==> config.mk <==
export PLATFORM = sky130hd
export DESIGN_NAME = sd_stream_packer
export DESIGN_NICKNAME = d
export VERILOG_FILES = /design/src/rtl/sd_stream_pkg.sv /design/src/rtl/sync_fifo_fwft.sv /design/src/rtl/sd_stream_packer.sv
export SDC_FILE = /design/constraint.sdc
export NUM_CORES = 1
export LEC_CHECK = 0
export ABC_CLOCK_PERIOD_IN_PS = 11600
export CORE_MARGIN = 2
export CORE_UTILIZATION = 60
export DETAILED_ROUTE_END_ITERATION = 16
export MAX_ROUTING_LAYER = met4
export PLACE_DENSITY = 0.77
export SLEW_MARGIN = 20
export SYNTH_ARGS = -nofsm -noshare
export SYNTH_HDL_FRONTEND = slang
export SYNTH_HIERARCHICAL = 1
export SYNTH_SLANG_ARGS = --single-unit
==> constraint.sdc <==
create_clock -name clk -period 11.6 [get_ports clk]
set_input_delay 2.9 -clock clk [delete_from_list [all_inputs] [get_ports clk]]
set_output_delay 2.9 -clock clk [all_outputs]
set_load 0.02 [all_outputs]
==> src/rtl/sd_stream_pkg.sv <==
// sd_stream_pkg: shared types and helpers for the SD byte-stream packer.
package sd_stream_pkg;
    localparam int SD_BYTE_W = 8;

    typedef enum logic {EMPTY, FILL} pack_state_e;

    function automatic int lvl_w(input int depth);
        return $clog2(depth) + 1;
    endfunction
endpackage

==> src/rtl/sync_fifo_fwft.sv <==
// sync_fifo_fwft: first-word-fall-through FIFO; a push into a full FIFO is
// accepted only when a pop frees the head slot in the same cycle.
module sync_fifo_fwft
    import sd_stream_pkg::*;
#(
    parameter int W     = 32,
    parameter int DEPTH = 16
) (
    input  logic                      clk,
    input  logic                      rst_n,
    input  logic                      push_i,
    input  logic [W-1:0]              wdata_i,
    input  logic                      pop_i,
    output logic                      full_o,
    output logic                      empty_o,
    output logic [W-1:0]              rdata_o,
    output logic [lvl_w(DEPTH)-1:0]   level_o
);
    localparam int AW = $clog2(DEPTH);
    localparam int LW = lvl_w(DEPTH);

    logic [W-1:0]  mem_q [DEPTH];
    logic [AW-1:0] wr_q, rd_q;
    logic [LW-1:0] lvl_q;
    logic          do_push, do_pop;

    assign empty_o = lvl_q == '0;
    assign full_o  = lvl_q == LW'(DEPTH);
    assign do_pop  = pop_i && !empty_o;
    assign do_push = push_i && (!full_o || do_pop);
    assign level_o = lvl_q;
    // Gated so the head reads as zero whenever nothing is stored.
    assign rdata_o = empty_o ? '0 : mem_q[rd_q];

    always_ff @(posedge clk) begin
        if (do_push) mem_q[wr_q] <= wdata_i;
    end

    always_ff @(posedge clk or negedge rst_n) begin
        if (!rst_n) begin
            wr_q  <= '0;
            rd_q  <= '0;
            lvl_q <= '0;
        end else begin
            wr_q  <= wr_q + AW'(do_push);
            rd_q  <= rd_q + AW'(do_pop);
            lvl_q <= lvl_q + LW'(do_push) - LW'(do_pop);
        end
    end
endmodule

==> src/rtl/sd_stream_packer.sv <==
// sd_stream_packer: packs the SD reader byte strobe stream little-endian into
// keep-qualified words behind a FWFT FIFO. Define SD_STREAM_PACKER_STATS_EN for byte/drop counters.
module sd_stream_packer
    import sd_stream_pkg::*;
#(
    parameter int OUT_BYTES  = 4,
    parameter int DEPTH      = 16,
    parameter int IDLE_FLUSH = 1000
) (
    input  logic                            clk,
    input  logic                            rst_n,
    input  logic                            inreq,
    input  logic [SD_BYTE_W-1:0]            inbyte,
    input  logic                            flush,
    output logic                            out_valid,
    input  logic                            out_ready,
    output logic [SD_BYTE_W*OUT_BYTES-1:0]  out_data,
    output logic [OUT_BYTES-1:0]            out_keep,
    output logic                            overflow,
`ifdef SD_STREAM_PACKER_STATS_EN
    output logic [31:0]                     byte_count,
    output logic [15:0]                     drop_count,
`endif
    output logic [lvl_w(DEPTH)-1:0]         fifo_level
);
    localparam int DW  = SD_BYTE_W * OUT_BYTES;
    localparam int IXW = OUT_BYTES > 1 ? $clog2(OUT_BYTES) : 1;
    localparam int IW  = IDLE_FLUSH > 0 ? $clog2(IDLE_FLUSH + 1) : 1;

    pack_state_e    state_q, state_d;
    logic [IXW-1:0] idx_q, idx_d;
    logic [DW-1:0]  data_q, data_d, data_w;
    logic [OUT_BYTES-1:0] keep_q, keep_d, keep_w;
    logic [IW-1:0]  idle_q, idle_d;
    logic           overflow_q;
    logic           last, idle_hit, push, pop, full, empty, drop;

    always_comb begin
        data_w = data_q;
        keep_w = keep_q;
        for (int k = 0; k < OUT_BYTES; k++) begin
            if (inreq && idx_q == IXW'(k)) begin
                data_w[k*SD_BYTE_W +: SD_BYTE_W] = inbyte;
                keep_w[k] = 1'b1;
            end
        end
        last     = inreq && idx_q == IXW'(OUT_BYTES - 1);
        idle_hit = IDLE_FLUSH != 0 && state_q == FILL && !inreq && idle_q == IW'(IDLE_FLUSH - 1);
        // A merged byte plus flush yields a single push, even when it completes the word.
        push     = last || ((flush || idle_hit) && (inreq || state_q == FILL));
        state_d  = push ? EMPTY : (inreq ? FILL : state_q);
        idx_d    = push ? '0 : (inreq ? idx_q + IXW'(1) : idx_q);
        data_d   = push ? '0 : data_w;
        keep_d   = push ? '0 : keep_w;
        idle_d   = (inreq || push) ? '0 :
                   (state_q == FILL && idle_q != IW'(IDLE_FLUSH)) ? idle_q + IW'(1) : idle_q;
    end

    assign pop       = out_valid && out_ready;
    assign drop      = push && full && !pop;
    assign out_valid = !empty;
    assign overflow  = overflow_q;

    always_ff @(posedge clk or negedge rst_n) begin
        if (!rst_n) begin
            state_q    <= EMPTY;
            idx_q      <= '0;
            data_q     <= '0;
            keep_q     <= '0;
            idle_q     <= '0;
            overflow_q <= 1'b0;
        end else begin
            state_q    <= state_d;
            idx_q      <= idx_d;
            data_q     <= data_d;
            keep_q     <= keep_d;
            idle_q     <= idle_d;
            overflow_q <= overflow_q | drop;
        end
    end

    sync_fifo_fwft #(.W(DW + OUT_BYTES), .DEPTH(DEPTH)) u_fifo (
        .clk     (clk),
        .rst_n   (rst_n),
        .push_i  (push),
        .wdata_i ({keep_w, data_w}),
        .pop_i   (pop),
        .full_o  (full),
        .empty_o (empty),
        .rdata_o ({out_keep, out_data}),
        .level_o (fifo_level)
    );

`ifdef SD_STREAM_PACKER_STATS_EN
    logic [31:0] byte_q;
    logic [15:0] drop_q;

    always_ff @(posedge clk or negedge rst_n) begin
        if (!rst_n) begin
            byte_q <= '0;
            drop_q <= '0;
        end else begin
            byte_q <= byte_q + 32'(inreq && !(&byte_q));
            drop_q <= drop_q + 16'(drop && !(&drop_q));
        end
    end

    assign byte_count = byte_q;
    assign drop_count = drop_q;
`endif
endmodule

==> metrics.yaml <==
worst_slew_pin_slew_ns: 1.170
ctsResizeCount: 0
avgSynthCellArea_um2: 21.46
period_share_pct: 68.38
timing.rr.end: "u_fifo/mem_q[3][25]"
yosys-mux-area-fraction_pct: 15.98
syn-instance-count: 1165
die_w_um: 208.1
routedWlPerCell_um: 28.46
place_inst: 1723
antennaDiodeCount: 0
finalInstanceArea_um2: 28070
yosys.area_share.adder_pct: 0.8309
htree_levels: 2
synth_xor_xnor_area_share_pct: 0.4905
min_path_cells: 1
track_usage_pct: 25.54
cts_tree: "done"
coreArea_um2: 41020
syn-cell-area_um2: 25000
via_per_inst: 6.550
critPathKind: "reg -> out"
synth_compound_area_share_pct: 3.374
final_util_pct: 68.42
grt.overflow.total: 0
rsz0062_at_grt: "false"
io_buffers: 55
finalPower_mw: 6.878
cts_max_path_buffers: 3
dieHeight_um: 208.1
placed_area_um2: 26250
finalNetCount: 1280
path_delay_family: "buffers and inverters"
synthTopCellsByArea: "edfxtp_1 69%, mux4_2 13%, dfrtp_1 6.3%"
synth_enable_flop_cells: 576
netlist_top_cells_count: "576 x edfxtp_1, 144 x mux4_2, 63 x dfrtp_1"
yosys_warnings: 6
antenna_found_initial: 0
cp_slowest_stage_delay_ns: 1.04
cts_sinks: 639
root_buffer: "clkbuf_16"
path_cells: "inv_1 -> ha_1 -> or4b_4 -> clkinv_2 -> nor3b_4 -> buf_4 -> a22oi_1 -> o31ai_1 -> clkdlybuf4s50_1"
place_ws_ns: 4.473
finalWorstSetupSlack_ns: 3.667
worstPathRequired_ns: 8.70
finalMaxSlewViolations: 0
clock_skew_ns: 0.01851
core.rowCount: 74
yosys_most_used_dff: "edfxtp_1"
cts-buffers-inserted: 58
setup_tns_ns: 0
finalCriticalPeriod_ns: 7.933
ios: 56
grt_max_degree: 64
yosys.area_share.simple_pct: 2.287
status: "finished, final reports clean"
drc: 0
holdWs_ns: 0.5062
grt_use_met1_pct: 35.47
worstHoldStart: "overflow"
cp_max_fo: 40
cap_violations: 0
syn_nets: 1194
r2r_cells: 10
met2_usage_pct: 39.50
hp-class: "reg -> reg"
vias: 11987
stdcell_count: 1830
clkLatencyLatePin_ns: 0.61
grt-busiest-layer: "met2"
clkTransAtPathRegs_ns: 0.06
yosys.cell_types.count: 43
power_density_nw_per_um2: 245.1
critPathCaptureType: "primary output"
async_flop_share_pct: 9.859
setup_viol: 0
whs_endpoint: "overflow"
r2r_start: "u_fifo/level_o[2]"
r2r_slack_ns: 7.11
wl_um: 52090
vdd_drop_max_v: 0.0002016
drive_above_1_share_pct: 26.35
leakage_nw: 9.416
grt_pass1_wl_um: 78160
worstPathArrival_ns: 5.03
areaGrowthSynthToFinish_pct: 12.27
synth_top_family_by_area: "multiplexers"
ant_nets: 0
start_util_pct: 60.95
hpwlAfterDp_um: 27960
ctsHoldBuffers: 0
yosysTopAreaCellShare_pct: 69.19
gp_congestion: 0.7532
startpoint_type: "flip-flop"
ys_ff_latch: 639
drt_first_iter_violations: 1313
first_global_vias: 12355
use_met3_pct: 3.804
yosys.area.top_type: "edfxtp_1"
yosysMostFrequentCell: "edfxtp_1"
relSlewSlack_pct: 22.03
yosysSeqAreaShare_pct: 75.50
cts_setup_buffers: 0
worst-path-buf-inv: 4
max_freq_mhz: 126.1
first_pass_iters: 5
dieArea_um2: 43310
crit_slowest_cell: "nor3b_4"
finalHoldViolations: 0
==> flip-flops by register name, indices dropped and copies added (netlist names) <==
| signal | count |
|---|---|
| idx_q | 2 |
| u_fifo/rd_q | 4 |
| u_fifo/wr_q | 4 |
| u_fifo/level_o | 5 |
| data_q | 32 |
| state_q | 1 |
| u_fifo/mem_q | 576 |
| overflow | 1 |
| keep_q | 4 |
| idle_q | 10 |
==> logic make-up (layout without fill, tap and decap cells) <==
family	count (synthesis)	count (layout)
xor+xnor	14	14
flops	639	639
fa+ha+maj	16	16
simple gates	100	100
buf+inv	79	212
mux	215	215
compound gates	102	102
==> layer usage <==
layer  vias to the layer above  part of all wire [%]
met5                         -                     0
met4                         0                   3.2
met3                       109                   8.1
met2                       548                    49
met1                      6346                    40
li1                       4984                     -
==> worst max-delay path by stage <==
stage | start | slack [ns] | end | cells after the start
3_5_place_dp | inreq | 4.47 | u_fifo/mem_q[3][34] | 8
4_1_cts | u_fifo/rd_q[0] | 4.05 | out_data[6] | 6
3_3_place_gp | inreq | 4.62 | u_fifo/mem_q[3][33] | 8
2_1_floorplan | inreq | 3.63 | u_fifo/mem_q[12][0] | 8
6_report | u_fifo/level_o[2] | 3.67 | out_data[26] | 9
5_1_grt | u_fifo/level_o[2] | 3.53 | out_data[26] | 9
==> layout make-up <==
class | count | area (µm²)
Sequential cell | 639 | 18880
Fill cell | 2425 | 12950
Multi-Input combinational cell | 447 | 5841
Clock buffer | 77 | 1594
Timing Repair Buffer | 89 | 800.8
Tap cell | 532 | 665.6
Clock inverter | 30 | 220.2
Inverter | 16 | 61.31
==> cells in the final DEF, fill, tap and decap left out, types with 3 or more instances in the layout <==
cell type / n
clkbuf_16: 59
buf_4: 34
nand2_1: 17
nor2_4: 3
xor2_1: 6
dfrtp_1: 59
clkinv_1: 12
o21ai_0: 4
a21boi_0: 11
nor4_2: 3
mux2i_1: 38
inv_1: 15
clkinv_2: 13
bufinv_16: 3
nor2b_1: 27
nor3_2: 10
clkbuf_1: 13
mux4_2: 144
nand2b_1: 8
ha_1: 15
nand4_1: 3
a22oi_2: 20
clkdlybuf4s50_1: 54
edfxtp_1: 576
clkbuf_8: 5
a22oi_1: 16
or3_1: 5
nand3_1: 5
xnor2_1: 8
o31ai_1: 37
mux2_2: 33
nor2_1: 8
a21oi_1: 7
nor3_1: 3
==> where the power goes <==
group | internal, mW | switching, mW
clock network | 1.03 | 0.793
logic | 0.978 | 1.10
registers | 2.77 | 0.210
==> worst register-to-register path, cell delays in order, from the launching register on <==
cell and delay (ns):
dfrtp_1 0.37, inv_1 0.08, ha_1 0.21, or4b_4 0.23, clkinv_2 0.72, nor2b_1 0.73
o21ai_1 0.17, buf_4 0.26, or3_1 0.48, nor2_4 0.39, buf_4 0.46
Power figures use the tool's default switching activity.
==> RTL change (same settings) <==
Take the reset off `data_q` and load it in a clocked block of its own.
--- a/src/rtl/sd_stream_packer.sv
+++ b/src/rtl/sd_stream_packer.sv
@@ -67,3 +67,2 @@
             idx_q      <= '0;
-            data_q     <= '0;
             keep_q     <= '0;
@@ -74,3 +73,2 @@
             idx_q      <= idx_d;
-            data_q     <= data_d;
             keep_q     <= keep_d;
@@ -79,2 +77,6 @@
         end
+    end
+
+    always_ff @(posedge clk) begin
+        data_q <= data_d;
     end
Behaviour: not the same (a bounded check fails within 10 cycles, from zero or initial values and one cycle with rst_n low; the reset may be asserted at any time).
==> RTL change against the unedited design <==
Worst setup slack improved by 0.44 ns. Design area rose by 0.60%. Final cell count rose by 1.3%. Wire length rose by 1.9%. Synthesized area fell by 0.81%. Total power rose by 6.7%. Via count rose by 0.32%. Sequential share of layout area fell by 0.97 points. Sequential cell count did not move. Worst hold slack got worse by 0.040 ns. Critical path depth did not move. Die area fell by 0.80%. Sequential power barely moved. Largest power group unchanged. Highest routed layer unchanged.
==> RTL change: results (changes against the unedited design) <==
Synthesis
  – Multiplexer area fraction after synthesis: 15.6% (-0.37 points)
  – Synth Area in Adders: 0.838% (+0.0068 points)
  – Largest cells by area after synthesis: edfxtp_1 70%, mux4_2 13%, dfrtp_1 3.1%
  – Most frequent cells after synthesis: 576 x edfxtp_1, 144 x mux4_2, 38 x mux2i_1
  – Ys async rst share: 4.85% (-5.0 points)
  – Complex-gate fraction of the synthesized area: 3.16% (-0.21 points)
  – Syn Nets: 1213 (+1.6%)
  – Commonest register cell after synthesis: edfxtp_1
  – Mean Syn Cell Area: 20.9 sq um (-2.4%)
  – YS warnings: 6 (unchanged)
  – Register area share after synthesis: 75.5% (about the same)
  – Post-synthesis xor/xnor area fraction: 0.636% (+0.15 points)

Worst setup path
  – Worst r2r path cells: 9 (-1)
  – Critical path endpoint: out_data[31]
  – Critical Path Slowest Stage Cell: clkdlybuf4s50_1
  – FF-to-FF setup slack: 6.98 ns (-0.13 ns)
  – Worst r2r dst: u_fifo/mem_q[0][13]
  – CP arrival: 4.59 ns (-0.44 ns)
  – Max stage delay on crit path: 0.76 ns (-0.28 ns)
  – Top delay family on crit path: buffers and inverters

Timing
  – Fin Setup TNS: 0 ns (unchanged)
  – Worst slew margin: 29.8% (+7.8 points)
  – F_max: 0.134 GHz (+5.9%)
  – Layout Skew: 0.0222 ns (+0.00368 ns)

Status
  – Status: finished, final reports clean

Global route
  – Global-route usage over all layers: 26.1% (+0.58 points)
  – Maximum number of pins on one net before global-route repair: 70 (+9.4%)
  – Vias in the first global route: 12500 (+1.3%)
  – First-pass GRT wire length: 79500 um (+1.7%)

Place
  – Post-DP HPWL: 29900 um (+6.8%)
  – Port bufs: 55 (unchanged)
  – Number of placed cells counting well taps: 1742 (+1.1%)
  – RePlAce Congestion: 0.785 (+4.2%)
  – Setup WS pre-CTS: 4.43 ns (-0.0444 ns)
  – Instance area at placement: 0.0261 sq mm (-0.50%)

Route
  – Vias: 12000 (+0.32%)
  – DRC viols: 0 (unchanged)
  – Via/cell ratio: 6.49 (-0.98%)
  – Final wirelength: 53100 um (+1.9%)
  – TritonRoute pass-1 iters: 7 (+2)
  – DR iter-0 viols: 1287 (-2.0%)

Final layout
  – Share of cells above drive strength 1: 25.8% (-0.55 points)
  – Nets: 1300 (+1.6%)
  – N_diodes: 0 (unchanged)

Clocking
  – Clk Latency, worst-skew pair: 0.62 ns
  – Clock buffer depth: 3 (unchanged)
  – H-Tree Depth: 2 (unchanged)
  – CTS buffer count: 59 (+1.7%)

Power and ir drop
  – Max IR drop VDD: 0.000178 V (-12%)
  – Leak: 9.43 nW (+0.10%)
-- RTL change: changes by cell type in the layout (fill, tap and decap cells not counted), sizes merged, moves of 8 or more --
| cell | unedited run | this run |
|---|---|---|
| dfrtp | 63 | 31 |
| nand3 | 5 | 16 |
| mux2 | 33 | 22 |
| a21oi | 7 | 17 |
| bufinv | 3 | 11 |
| dfxtp | 0 | 32 |
| a21boi | 11 | 0 |
| nor2 | 11 | 19 |
| nand2 | 17 | 33 |
-- RTL change: final cells by class --
class                   count  area (sq um)
clock inverters            37           468
inverters                  18          68.8
clock buffers              75          1630
well taps                 532           666
multi-input cells         466          5830
repair buffers             87           851
flip-flops and latches    639         18700
fillers                  2456         12600
-- RTL change: cell families after synthesis --
logic type / Yosys count
muxes: 204
DFF: 639
buffers and inverters: 79
adders and majority gates: 16
and+or+nand+nor: 131
xor gates and xnor gates: 18
AOI/OAI and AO/OA: 97
-- RTL change: routing by layer --
metal / share of wire (%) / global-route usage [%] / vias up
li1: - / - / 5037
met3: 7.2 / 4.72 / 96
met5: 0 / - / -
met2: 51 / 42.3 / 522
met1: 38 / 34.0 / 6370
met4: 3.0 / 8.89 / 0
-- RTL change: worst min-delay path by stage --
| stage | start | endpoint | slack [ns] | cells past startpoint |
|---|---|---|---|---|
| floorplan | data_q[16] | data_q[16] | 0.44 | 2 |
| global placement | data_q[22] | data_q[22] | 0.45 | 2 |
| detailed placement | overflow | overflow | 0.45 | 1 |
| CTS | overflow | overflow | 0.47 | 1 |
| global route | overflow | overflow | 0.48 | 1 |
| finish | overflow | overflow | 0.47 | 1 |
-- RTL change: power breakdown --
group	leakage (nW)	switching, W	internal (W)
Clock	1.04	0.000820	0.00124
Combinational	2.40	0.00131	0.000998
Sequential	5.98	0.000132	0.00285
